--- src/rtl/adder_tree_arbiter_pkg.sv ---
// Shared constants, id type and width helper for the shared 8-operand adder tree.
package adder_tree_pkg;

  localparam int OPS    = 8;
  localparam int LEVELS = 3;

  typedef logic [3:0] req_id_t;

  function automatic int sum_w(input int w);
    return w + LEVELS;
  endfunction

endpackage

--- src/rtl/adder_tree_arbiter_pipe.sv ---
// Registered-input, registered-output 3-level unsigned adder tree; latency 2 from load.
module adder_tree_pipe
  import adder_tree_pkg::*;
#(
  parameter int W = 5
) (
  input  logic                  clk,
  input  logic                  rst_n,
  input  logic                  load,
  input  logic [OPS*W-1:0]      ops,
  output logic [sum_w(W)-1:0]   sum
);

  logic [OPS*W-1:0] ops_q;
  logic [W:0]       lvl1 [4];
  logic [W+1:0]     lvl2 [2];
  logic [W+2:0]     lvl3;

  // Each level widens by one bit so the full-scale sum never wraps.
  always_comb begin
    for (int i = 0; i < 4; i++) begin
      lvl1[i] = {1'b0, ops_q[(2*i)*W +: W]} + {1'b0, ops_q[(2*i+1)*W +: W]};
    end
    for (int i = 0; i < 2; i++) begin
      lvl2[i] = {1'b0, lvl1[2*i]} + {1'b0, lvl1[2*i+1]};
    end
    lvl3 = {1'b0, lvl2[0]} + {1'b0, lvl2[1]};
  end

  always_ff @(posedge clk or negedge rst_n) begin
    if (!rst_n) begin
      ops_q <= '0;
      sum   <= '0;
    end else begin
      if (load) ops_q <= ops;
      sum <= lvl3;
    end
  end

endmodule

--- src/rtl/adder_tree_arbiter.sv ---
// Round-robin sharing of one pipelined adder tree with a credit-protected result FIFO.
// Optional stall counter port is built when ADDER_ARB_STATS_EN is defined.
module adder_tree_arbiter
  import adder_tree_pkg::*;
#(
  parameter int  ADDER_WIDTH = 5,
  parameter int  NUM_REQ     = 4,
  parameter int  RES_DEPTH   = 4,
  localparam int ID_W        = $clog2(NUM_REQ),
  localparam int SUM_W       = sum_w(ADDER_WIDTH),
  localparam int VEC_W       = OPS * ADDER_WIDTH
) (
  input  logic                     clk,
  input  logic                     rst_n,
  input  logic [NUM_REQ-1:0]       req_valid,
  output logic [NUM_REQ-1:0]       req_ready,
  input  logic [NUM_REQ*VEC_W-1:0] req_data,
  output logic                     res_valid,
  input  logic                     res_ready,
  output logic [ID_W-1:0]          res_id,
  output logic [SUM_W-1:0]         res_sum
`ifdef ADDER_ARB_STATS_EN
  ,
  output logic [15:0]              stall_cnt
`endif
);

  localparam int PTR_W = $clog2(RES_DEPTH);
  localparam int CRD_W = PTR_W + 1;

  req_id_t          rr_ptr, winner, hi_idx, lo_idx;
  logic             hi_hit, lo_hit, any_valid;
  logic [CRD_W-1:0] credit;
  logic             issue_allowed, handshake, push, pop;
  logic [VEC_W-1:0] tree_ops;
  logic [SUM_W-1:0] tree_sum;
  logic             tag1_valid, tag2_valid;
  logic [ID_W-1:0]  tag1_id, tag2_id;
  logic [ID_W-1:0]  mem_id  [RES_DEPTH];
  logic [SUM_W-1:0] mem_sum [RES_DEPTH];
  logic [PTR_W:0]   wr_ptr, rd_ptr;
  logic             fifo_empty, fifo_full;

  assign issue_allowed = (credit < CRD_W'(RES_DEPTH));

  // Lowest valid index above rr_ptr wins; if none, wrap to the lowest valid index overall.
  always_comb begin
    hi_hit = 1'b0;
    lo_hit = 1'b0;
    hi_idx = '0;
    lo_idx = '0;
    for (int i = NUM_REQ - 1; i >= 0; i--) begin
      if (req_valid[i]) begin
        lo_hit = 1'b1;
        lo_idx = req_id_t'(i);
        if (req_id_t'(i) > rr_ptr) begin
          hi_hit = 1'b1;
          hi_idx = req_id_t'(i);
        end
      end
    end
    any_valid = lo_hit;
    winner    = hi_hit ? hi_idx : lo_idx;
  end

  always_comb begin
    req_ready = '0;
    tree_ops  = '0;
    for (int i = 0; i < NUM_REQ; i++) begin
      if (issue_allowed && any_valid && (winner == req_id_t'(i))) begin
        req_ready[i] = 1'b1;
        tree_ops     = req_data[i*VEC_W +: VEC_W];
      end
    end
  end

  assign handshake = |(req_valid & req_ready);
  assign push      = tag2_valid;
  assign pop       = res_valid && res_ready;

  adder_tree_pipe #(.W(ADDER_WIDTH)) u_tree (
    .clk   (clk),
    .rst_n (rst_n),
    .load  (handshake),
    .ops   (tree_ops),
    .sum   (tree_sum)
  );

  // Credit covers every vector from grant until its result leaves the FIFO.
  always_ff @(posedge clk or negedge rst_n) begin
    if (!rst_n) begin
      rr_ptr     <= req_id_t'(NUM_REQ - 1);
      credit     <= '0;
      tag1_valid <= 1'b0;
      tag2_valid <= 1'b0;
      tag1_id    <= '0;
      tag2_id    <= '0;
      wr_ptr     <= '0;
      rd_ptr     <= '0;
    end else begin
      if (handshake) rr_ptr <= winner;
      if (handshake && !pop) credit <= credit + 1'b1;
      else if (!handshake && pop) credit <= credit - 1'b1;
      tag1_valid <= handshake;
      tag1_id    <= winner[ID_W-1:0];
      tag2_valid <= tag1_valid;
      tag2_id    <= tag1_id;
      if (push) wr_ptr <= wr_ptr + 1'b1;
      if (pop)  rd_ptr <= rd_ptr + 1'b1;
    end
  end

  always_ff @(posedge clk) begin
    if (push) begin
      mem_id[wr_ptr[PTR_W-1:0]]  <= tag2_id;
      mem_sum[wr_ptr[PTR_W-1:0]] <= tree_sum;
    end
  end

  assign fifo_empty = (wr_ptr == rd_ptr);
  assign fifo_full  = (wr_ptr[PTR_W] != rd_ptr[PTR_W]) &&
                      (wr_ptr[PTR_W-1:0] == rd_ptr[PTR_W-1:0]);
  assign res_valid  = !fifo_empty;
  assign res_id     = res_valid ? mem_id[rd_ptr[PTR_W-1:0]]  : '0;
  assign res_sum    = res_valid ? mem_sum[rd_ptr[PTR_W-1:0]] : '0;

  a_no_overflow: assert property (@(posedge clk) disable iff (!rst_n) !(push && fifo_full));

`ifdef ADDER_ARB_STATS_EN
  // Counts cycles where some requester waits only because credit is exhausted.
  always_ff @(posedge clk or negedge rst_n) begin
    if (!rst_n) begin
      stall_cnt <= '0;
    end else if (|req_valid && !issue_allowed && (stall_cnt != 16'hFFFF)) begin
      stall_cnt <= stall_cnt + 1'b1;
    end
  end
`endif

endmodule

--- config.mk ---
export PLATFORM = sky130hd
export DESIGN_NAME = adder_tree_arbiter
export DESIGN_NICKNAME = d
export VERILOG_FILES = /design/src/rtl/adder_tree_arbiter_pkg.sv /design/src/rtl/adder_tree_arbiter_pipe.sv /design/src/rtl/adder_tree_arbiter.sv
export SDC_FILE = /design/constraint.sdc
export NUM_CORES = 1
export LEC_CHECK = 0
export ABC_AREA = 0
export ABC_CLOCK_PERIOD_IN_PS = 4360
export BUFFER_PORTS_ARGS = -buffer_cell sky130_fd_sc_hd__buf_2
export CAP_MARGIN = 0
export CORE_MARGIN = 3
export CORE_UTILIZATION = 45
export CTS_CLUSTER_SIZE = 12
export DETAILED_ROUTE_END_ITERATION = 10
export GPL_TIMING_DRIVEN = 0
export PLACE_DENSITY_LB_ADDON = 0.1
export RECOVER_POWER = 50
export SYNTH_ARGS = -nofsm -noshare
export SYNTH_HDL_FRONTEND = slang
export SYNTH_SLANG_ARGS = --single-unit
--- constraint.sdc ---
create_clock -name clk -period 4.36 [get_ports clk]
set_clock_uncertainty 0.2 [all_clocks]
set_input_delay 0.872 -clock clk [delete_from_list [all_inputs] [get_ports clk]]
set_output_delay 0.872 -clock clk [all_outputs]
set_load 0.03 [all_outputs]
==> flow_summary.ini <==
[synthesis]
synth_seq_area_share_pct = 44.3
synth_seq_cells = 105
synth.net_count = 777
synth_top_cell_by_area = dfrtp_1
yosys.cell_types.count = 40
synth_top_area_share_pct = 24.7
yosys_warnings = 0
netlist_area_um2 = 6390
synth_edf_count = 40
async_flop_share_pct = 61.9
syn_inst = 566
syn_avg_cell_area_um2 = 11.3
synth_ff_type = dfrtp_1
yosys-top-cells-area = dfrtp_1 25%, edfxtp_1 19%, a211oi_1 9.4%, fa_1 9.4%, mux2i_1 6.4%

[floorplan]
fp.dieW_um = 125
rows = 42
coreArea_um2 = 13600
die_h_um = 125
die_area_um2 = 15700
io_pins = 182
initial_utilization_pct = 47.1

[worst_setup_path]
critPathKind = flip-flop to flip-flop
cpPeakStageDelay_ps = 580
crit_family = adder cells
arrival_ps = 4090
cp-start-kind = flip-flop
worstPathCellList = fa_1, inv_1, fa_1, fa_1, fa_1, inv_1, ha_1, fa_1, a21o_1, a21oi_1, xnor2_1
critPathCaptureType = flip-flop
cpMostUsedCell = fa_1
crit_required_ps = 4420
slowest_stage = fa_1
path_max_fanout = 2
cp_num_buf_inv = 2

[route]
drc = 0
vias = 4958
vias_per_cell = 5.28
first_iter_violations = 337
wirelength_um = 15900
first_pass_iters = 4
ant_nets = 0
post_drt_wl_per_cell_um = 16.9

[sta]
rsz0062_at_grt = no
finalCriticalPeriod_ps = 4030
fin_ws_ps = 334
hold_viol = 0
relSlewSlack_pct = -8.02
fin_hold_ws_ps = 150
worst_slew_pin_slew_ps = 1620
finalSetupViolCount = 0
max_freq_ghz = 0.248
finalCritPeriodShare_pct = 92.3
drv_slew = 66
setup_tns_ps = 0

[clock_tree]
worstSkewPairLatency_ps = 340
clkSinkCount = 105
cts.clk_slew.worst_paths_ps = 70
h-tree-depth = 3
cts.repair.resized = 0
cts-buffers-inserted = 9
hold_buffers = 0
postCtsSetupBuffers = 0
tritoncts = yes
root_buffer = clkbuf_16
cts_buffer_depth = 2

[grt]
grt_max_degree = 66
grt.overflow.total = 0
grt_use_met2_pct = 35.6
antenna_found_initial = 2
grt_use_met1_pct = 24.3
met3_usage_pct = 3.54
grt_pass1_vias = 5205
grt_pass1_wl_um = 25000
grt_use_total_pct = 19.9
top_usage_layer = met2

[outcome]
status = complete, but fails checks
violations = capacitance limit, slew limit

[flow_run]
cap_violations = 1

[final_layout]
final_nets = 969
drive_gt1_share_pct = 29.4
fillers = 1225
antenna_cells = 0
design_area_um2 = 7810
area_growth_pct = 22.2

[place]
port_buffers = 181
hpwl_um = 12600
place_area_um2 = 7520
place.gp.congestion = 0.857
pre_cts_ws_ps = 321

[min_path]
hold_path.class = flip-flop to flip-flop
==> logic make-up (layout without fill, tap and decap cells) <==
group	count (synthesis)	in the layout	share of synthesized area (%)
multiplexers	53	53	10.3
buffers and inverters	141	338	9.68
flip-flops	105	105	44.3
AO/OA/AOI/OAI	135	135	16.4
adder cells (fa/ha/maj)	44	44	12.1
AND/OR/NAND/NOR	75	75	5.43
XOR/XNOR	13	13	1.78
==> area by class of cell <==
class / instances / area [um2] / area share, %
Buffer: 42 / 234 / 3.00
Timing Repair Buffer: 181 / 906 / 11.6
Clock inverter: 6 / 65.1 / 0.833
Tap cell: 176 / 220 / 2.82
Inverter: 99 / 384 / 4.92
Sequential cell: 105 / 2830 / 36.2
Clock buffer: 10 / 229 / 2.93
Multi-Input combinational cell: 320 / 2940 / 37.6
==> synthesized netlist by cell type, types with 5 or more instances <==
master	count
inv_1	97
a211oi_1	80
dfrtp_1	63
nor2_1	44
mux2i_1	41
a2111oi_0	40
edfxtp_1	40
clkbuf_1	30
fa_1	30
ha_1	14
nor2b_1	11
mux4_2	10
xor2_1	8
buf_2	7
xnor2_1	5
==> worst paths after layout <==
kind	from	end	slack (ps)	depth (start not counted)
setup / recovery	u_tree.ops_q[17]$_DFFE_PN0P_	u_tree.sum[6]$_DFF_PN0_	330	11
hold / removal	tag1_id[1]$_DFF_PN0_	tag2_id[1]$_DFF_PN0_	150	0
setup reg to reg	u_tree.ops_q[17]$_DFFE_PN0P_	u_tree.sum[6]$_DFF_PN0_	330	11
hold reg to reg	tag1_id[1]$_DFF_PN0_	tag2_id[1]$_DFF_PN0_	150	0
max in group asynchronous	rst_n	tag2_id[0]$_DFF_PN0_	2250	1
min in group asynchronous	rst_n	u_tree.ops_q[12]$_DFFE_PN0P_	740	1
==> state kept, by name (all words and copies together) (netlist names) <==
signal / flops
credit: 3
mem_id: 8
mem_sum: 32
push: 1
rd_ptr: 3
rr_ptr: 2
tag1_id: 2
tag1_valid: 1
tag2_id: 2
u_tree.ops_q: 40
u_tree.sum: 8
wr_ptr: 3
==> layer usage <==
metal / vias up / share of wire (%)
met1: 2365 / 41
li1: 2408 / -
met3: 30 / 5.0
met4: 4 / 2.1
met2: 151 / 52
met5: - / 0.13
==> per-stage QoR <==
step                      util (%)  cells
after floorplan                  -    566
after global placement        55.4    923
after detailed placement      55.4    923
after CTS                     57.6    939
after global routing          57.6    939
final                         57.6    939
==> placed cells by master (no fill, tap or decap), types with 4 or more instances in the layout <==
cell,synthesis,layout
o21ai_0,4,4
a21oi_1,4,4
xnor2_1,5,5
mux2i_1,41,41
nor2_1,44,44
clkbuf_1,30,31
buf_2,7,187
a211oi_1,80,80
a2111oi_0,40,40
inv_1,97,97
mux4_2,10,10
ha_1,14,14
clkbuf_16,0,9
edfxtp_1,40,40
fa_1,30,30
dfrtp_1,63,63
and2_1,4,4
nor2b_1,11,11
xor2_1,8,8
nand2_1,4,4
Power is not shown: default switching activity piles up to over one toggle a cycle in this logic, so the estimate is an artifact.
